`config.mk`:
```
export PLATFORM = sky130hd
export DESIGN_NAME = printf_dec_parser
export DESIGN_NICKNAME = d
export VERILOG_FILES = /design/src/rtl/printf_dec_pkg.sv /design/src/rtl/printf_dec_mac.sv /design/src/rtl/printf_dec_parser.sv
export SDC_FILE = /design/constraint.sdc
export NUM_CORES = 1
export LEC_CHECK = 0
export CELL_PAD_IN_SITES_DETAIL_PLACEMENT = 1
export CELL_PAD_IN_SITES_GLOBAL_PLACEMENT = 1
export CORE_MARGIN = 2
export CORE_UTILIZATION = 46
export DETAILED_ROUTE_END_ITERATION = 7
export PLACE_DENSITY_LB_ADDON = 0.1
export SLEW_MARGIN = 20
export SYNTH_ARGS = -nofsm -noshare
export SYNTH_HDL_FRONTEND = slang
export SYNTH_SLANG_ARGS = --single-unit
export TNS_END_PERCENT = 50
```
`constraint.sdc`:
```
create_clock -name clock -period 6.05 [get_ports clock]
set_clock_uncertainty 0.1 [all_clocks]
set_input_delay 1.815 -clock clock [delete_from_list [all_inputs] [get_ports clock]]
set_output_delay 1.815 -clock clock [all_outputs]
set_load 0.1 [all_outputs]
```
`src/rtl/printf_dec_pkg.sv`:
```
// Shared constants, FSM state and byte classifier for the ASCII decimal field parser.
package printf_dec_pkg;

   localparam logic [7:0] CH_0     = 8'h30;
   localparam logic [7:0] CH_9     = 8'h39;
   localparam logic [7:0] CH_SP    = 8'h20;
   localparam logic [7:0] CH_COMMA = 8'h2C;
   localparam logic [7:0] CH_CR    = 8'h0D;
   localparam logic [7:0] CH_LF    = 8'h0A;

   typedef enum logic [1:0] {
      IDLE,
      DIGITS,
      SKIP
   } state_t;

   typedef enum logic [1:0] {
      DIGIT,
      DELIM,
      ILLEGAL
   } char_class_t;

   function automatic char_class_t classify(input logic [7:0] ch);
      char_class_t cls;
      if (ch >= CH_0 && ch <= CH_9) begin
         cls = DIGIT;
      end else if (ch == CH_SP || ch == CH_COMMA || ch == CH_CR || ch == CH_LF) begin
         cls = DELIM;
      end else begin
         cls = ILLEGAL;
      end
      return cls;
   endfunction

endpackage

```
`src/rtl/printf_dec_mac.sv`:
```
// Decimal multiply-accumulate: next = acc*10 + digit, saturating to all ones.
module printf_dec_mac #(
   parameter int unsigned WIDTH = 32
) (
   input  logic [WIDTH-1:0] acc,
   input  logic [3:0]       digit,
   output logic [WIDTH-1:0] next,
   output logic             ovf
);

   localparam logic [2*WIDTH-1:0] TEN = (2*WIDTH)'(10);

   logic [2*WIDTH-1:0] wide;

   // Full double-width result so any carry past WIDTH is visible.
   assign wide = ({{WIDTH{1'b0}}, acc} * TEN) + {{(2*WIDTH-4){1'b0}}, digit};
   assign ovf  = |wide[2*WIDTH-1:WIDTH];
   assign next = ovf ? '1 : wide[WIDTH-1:0];

endmodule

```
`src/rtl/printf_dec_parser.sv`:
```
// ASCII unsigned decimal field parser with a single-entry valid/ready output register.
module printf_dec_parser
   import printf_dec_pkg::*;
#(
   parameter int unsigned WIDTH = 32
) (
   input  logic             clock,
   input  logic             reset,
   input  logic             in_valid,
   output logic             in_ready,
   input  logic [7:0]       in_data,
   output logic             out_valid,
   input  logic             out_ready,
   output logic [WIDTH-1:0] out_value,
   output logic             out_overflow,
   output logic             out_error,
   output logic             out_line_end
);

   state_t           state, state_n;
   logic [WIDTH-1:0] acc, acc_n;
   logic             ovf, ovf_n;
   logic [WIDTH-1:0] mac_acc, mac_next;
   logic             mac_ovf;
   logic             accept;
   char_class_t      cls;

   logic             load;
   logic [WIDTH-1:0] ld_value;
   logic             ld_ovf, ld_err, ld_le;

   assign in_ready = !out_valid || out_ready;
   assign accept   = in_valid && in_ready;
   assign cls      = classify(in_data);

   // First digit of a field reuses the MAC with a zero accumulator.
   assign mac_acc  = (state == DIGITS) ? acc : '0;

   printf_dec_mac #(.WIDTH(WIDTH)) u_mac (
      .acc   (mac_acc),
      .digit (in_data[3:0]),
      .next  (mac_next),
      .ovf   (mac_ovf)
   );

   always_comb begin
      state_n  = state;
      acc_n    = acc;
      ovf_n    = ovf;
      load     = 1'b0;
      ld_value = '0;
      ld_ovf   = 1'b0;
      ld_err   = 1'b0;
      ld_le    = 1'b0;
      if (accept) begin
         unique case (state)
            IDLE: begin
               if (cls == DIGIT) begin
                  acc_n   = mac_next;
                  ovf_n   = 1'b0;
                  state_n = DIGITS;
               end else if (cls == ILLEGAL) begin
                  state_n = SKIP;
               end
            end
            DIGITS: begin
               if (cls == DIGIT) begin
                  acc_n = mac_next;
                  ovf_n = ovf | mac_ovf;
               end else if (cls == DELIM) begin
                  load     = 1'b1;
                  ld_value = acc;
                  ld_ovf   = ovf;
                  ld_le    = (in_data == CH_LF);
                  acc_n    = '0;
                  ovf_n    = 1'b0;
                  state_n  = IDLE;
               end else begin
                  acc_n   = '0;
                  ovf_n   = 1'b0;
                  state_n = SKIP;
               end
            end
            SKIP: begin
               if (cls == DELIM) begin
                  load    = 1'b1;
                  ld_err  = 1'b1;
                  ld_le   = (in_data == CH_LF);
                  state_n = IDLE;
               end
            end
            default: state_n = IDLE;
         endcase
      end
   end

   always_ff @(posedge clock or negedge reset) begin
      if (!reset) begin
         state <= IDLE;
         acc   <= '0;
         ovf   <= 1'b0;
      end else begin
         state <= state_n;
         acc   <= acc_n;
         ovf   <= ovf_n;
      end
   end

   // A load in the same cycle as a pop overwrites the departing field.
   always_ff @(posedge clock or negedge reset) begin
      if (!reset) begin
         out_valid    <= 1'b0;
         out_value    <= '0;
         out_overflow <= 1'b0;
         out_error    <= 1'b0;
         out_line_end <= 1'b0;
      end else if (load) begin
         out_valid    <= 1'b1;
         out_value    <= ld_value;
         out_overflow <= ld_ovf;
         out_error    <= ld_err;
         out_line_end <= ld_le;
      end else if (out_valid && out_ready) begin
         out_valid    <= 1'b0;
         out_value    <= '0;
         out_overflow <= 1'b0;
         out_error    <= 1'b0;
         out_line_end <= 1'b0;
      end
   end

endmodule

```
==> results.yml <==
cells_and_area:
  drive_gt1_share_pct: 7.956
  layout.nets: 797
  area_growth_pct: 13.90
  final_core_utilization_pct: 53.08
  diodes: 0
global_route:
  grt_max_degree: 48
  grt_pass1_vias: 5817
  grt-ovfl-total: 0
  grt_antenna_before_repair: 0
  grt_pass1_wl_mm: 31.34
  track_usage_pct: 27.40
route:
  drt-initial-drc-count: 343
  first_pass_iters: 4
  drt_wl_total_mm: 18.86
  drt-vias-per-instance: 6.094
  avgRoutedWirePerCell_um: 20.84
  vias: 5515
  drc: 0
  detail-route-antenna-nets: 0
cts:
  cts.sinks: 71
  cts_setup_buffers: 0
  clock_path_buffers: 2
  h-tree-depth: 3
  hold_buffers: 0
  numCtsBuffers: 9
  cts_tree: "yes"
  cts.root.buffer_cell: "clkbuf_16"
  post_cts_resized: 0
  cts.clk_slew.worst_paths_ns: 0.06
  insertion_delay_ns: 0.34
power_and_ir_drop:
  power.density_nw_per_um2: 162.5
  p_comb_share_pct: 10.1
  switching_share_pct: 25.53
  ir_drop_uv: 119.3
  seq_power_share_pct: 45.6
  p_clk_share_pct: 44.4
  internal_power_uw: 843.9
  power_switching_uw: 289.3
  p_leak_uw: 0.003120
timing:
  timing.final.crit_share_pct: 89.73
  relSlewSlack_pct: 32.43
  finalSetupViolCount: 0
  hold_viol: 0
  rsz0062_at_grt: "false"
  tightest_slew_ns: 1.010
  tns_ns: 0
  fin_crit_ns: 5.429
  fmax_mhz: 184.2
  drv_slew: 0
logic_synthesis:
  syn_area_per_cell_um2: 8.809
  synth_area_leaders: "dfrtp_1 29%, ha_1 12%, xnor2_1 5.0%, a22o_1 4.9%, nand2_1 4.8%"
  synth_xor_area_share_pct: 8.563
  ys_seq_area_share_pct: 29.02
  synthDistinctLibCells: 76
  synth-edff-count: 0
  synth-simple-area-share_pct: 22.05
  muxShareOfSynthArea_pct: 0.1635
  synth_top_area_share_pct: 29.02
  synth_top_area_cell: "dfrtp_1"
  synth_top_family_by_area: "compound AO/OA/AOI/OAI gates"
  async_reset_ff_share_pct: 100.0
  yosys_warnings: 0
  syn-num-nets: 765
  synth_cells: 695
  synth_seq_cells: 71
  synth_compound_area_share_pct: 23.99
  synthAdderAreaFrac_pct: 11.98
  synth_ff_type: "dfrtp_1"
  synthesis.area_um2: 6122
hold_path:
  hold_class: "reg -> reg"
worst_setup_path:
  slowest_delay_ns: 0.63
  path_max_fanout: 47
  cp-end-kind: "flip-flop"
  start_kind: "flip-flop"
  path_cells: "inv_1 -> ha_1 -> buf_4 -> and2_1 -> ha_1 -> ha_1 -> nand4_1 -> nor2_1 -> nand4_1 -> and4_1 -> nor3_1 -> nand4_1 -> nor4_4 -> nand3_1 -> o211ai_2 -> buf_4 -> o211ai_1"
  worstPathRequired_ns: 6.15
  path_class: "reg -> reg"
  critPathBufInv: 3
  crit_family: "simple AND/OR/NAND/NOR gates"
  slowest_stage: "o211ai_2"
  worstPathArrival_ns: 5.53
place:
  place_congestion: 0.8657
  dp_hpwl_mm: 14.64
  numPortBuffers: 48
floorplan:
  die_area_um2: 14250
  die_y_um: 119.4
  die_w_um: 119.4
  core_um2: 13140
  ios: 49
  start_util_pct: 46.60
  rows: 42
run_status:
  status: "finished, final reports clean"
run:
  max_cap_violations: 0
-- layout make-up --
class / count / area [um^2]
clock buffer: 11 / 232.7
clock inverter: 2 / 35.03
fill: 1538 / 6165
inverter: 14 / 52.55
multi-input combinational: 571 / 4093
sequential: 71 / 1777
tap: 176 / 220.2
timing repair buffer: 60 / 563.0
-- sequential cells by signal, summed over array words and instances (netlist names) --
| register | flops |
|---|---|
| out_overflow | 1 |
| out_value | 32 |
| ovf | 1 |
| out_valid | 1 |
| out_line_end | 1 |
| acc | 32 |
| state | 2 |
| out_error | 1 |
-- worst reg2reg max path, cell delays in order (launching register included) --
cell and delay, ns:
dfrtp_1 0.40, inv_1 0.09, ha_1 0.14, buf_4 0.36
and2_1 0.28, ha_1 0.25, ha_1 0.48, nand4_1 0.25
nor2_1 0.21, nand4_1 0.25, and4_1 0.27, nor3_1 0.48
nand4_1 0.26, nor4_4 0.27, nand3_1 0.19, o211ai_2 0.63
buf_4 0.29, o211ai_1 0.10
-- Yosys cell counts (3+ instances only) --
| cell | count |
|---|---|
| a21o_1 | 12 |
| nor4b_1 | 5 |
| a22o_1 | 34 |
| o21ai_1 | 7 |
| nand3_1 | 20 |
| and2_1 | 35 |
| and3_1 | 13 |
| ha_1 | 57 |
| nand4_1 | 12 |
| xor2_1 | 23 |
| o211ai_2 | 3 |
| o21ai_0 | 16 |
| buf_2 | 6 |
| inv_1 | 14 |
| a311oi_2 | 3 |
| or3_1 | 6 |
| a22oi_1 | 6 |
| dfrtp_1 | 71 |
| clkbuf_1 | 25 |
| o21a_1 | 3 |
| nor2_1 | 47 |
| o211ai_1 | 27 |
| xnor2_1 | 35 |
| nand2_1 | 79 |
| nor2b_1 | 3 |
| buf_6 | 6 |
| nor3_1 | 14 |
| a31oi_1 | 4 |
| a211o_1 | 3 |
| a211oi_1 | 4 |
| nand2b_1 | 4 |
| nor4_1 | 5 |
| a21oi_1 | 40 |
-- stage by stage --
step / setup WS [ns] / instance area [um^2] / total power [uW] / std cells / hold slack [ns]
6_report: 0.6212 / 6973 / 1133 / 905 / 0.3970
5_1_grt: 0.2625 / 6973 / 1177 / 905 / 0.4291
4_1_cts: 0.6547 / 6973 / 1137 / 905 / 0.4035
3_5_place_dp: 0.4616 / 6705 / 637.8 / 892 / 0.3910
3_3_place_gp: 0.6480 / 6705 / 629.8 / 892 / 0.3794
2_1_floorplan: 1.541 / 6122 / 584.9 / 695 / 0.3767
-- layer usage --
layer | wire [um] | track usage (%) | up-vias
li1 | - | - | 2621
met1 | 9121 | 38.03 | 2788
met2 | 9039 | 45.83 | 89
met3 | 518 | 3.736 | 17
met4 | 178 | 5.588 | 0
met5 | 0 | 0 | -
-- power groups by stage --
| stage | logic [uW] | clock network, uW | registers (uW) |
|---|---|---|---|
| 6_report | 114 | 503 | 516 |
| 2_1_floorplan | 61.2 | 0 | 524 |
| 4_1_cts | 115 | 507 | 515 |
| 3_5_place_dp | 114 | 0 | 524 |
| 5_1_grt | 128 | 531 | 518 |
| 3_3_place_gp | 107 | 0 | 523 |
-- cell families (layout without fill, tap and decap cells) --
group                      count (synthesis)  after routing
AOI/OAI and AO/OA                        194            194
buffers and inverters                     53             87
xor gates and xnor gates                  59             59
muxes                                      1              1
and+or+nand+nor                          259            259
DFF                                       71             71
adders and majority gates                 58             58
-- final timing paths --
path | from | to | slack (ns) | cells past startpoint
worst max register to register | state[1] | acc[18] | 0.62 | 17
min in group asynchronous | reset | out_value[0] | 1.40 | 1
max in group asynchronous | reset | acc[25] | 3.44 | 2
worst min register to register | out_line_end | out_line_end | 0.40 | 1
worst min-delay path | out_line_end | out_line_end | 0.40 | 1
worst max-delay path | state[1] | acc[18] | 0.62 | 17
-- cells in the final DEF (no fill, tap or decap), drive strengths merged, types with 4 or more instances in the layout --
cell            n
nand4          13
a22oi           6
clkdlybuf4s50  46
a21oi          42
o211ai         31
o31ai           4
nand2          79
a211oi          6
nand2b          4
nor2           49
nor3           15
buf            14
o21ai          24
a31oi           5
xor2           23
or3             6
dfrtp          71
and3           14
clkbuf         11
and2           37
inv            14
a22o           34
nor4b           5
xnor2          36
nor4            7
nand3          21
a21o           12
ha             57
Note: power is estimated with default switching activity, not from simulation.
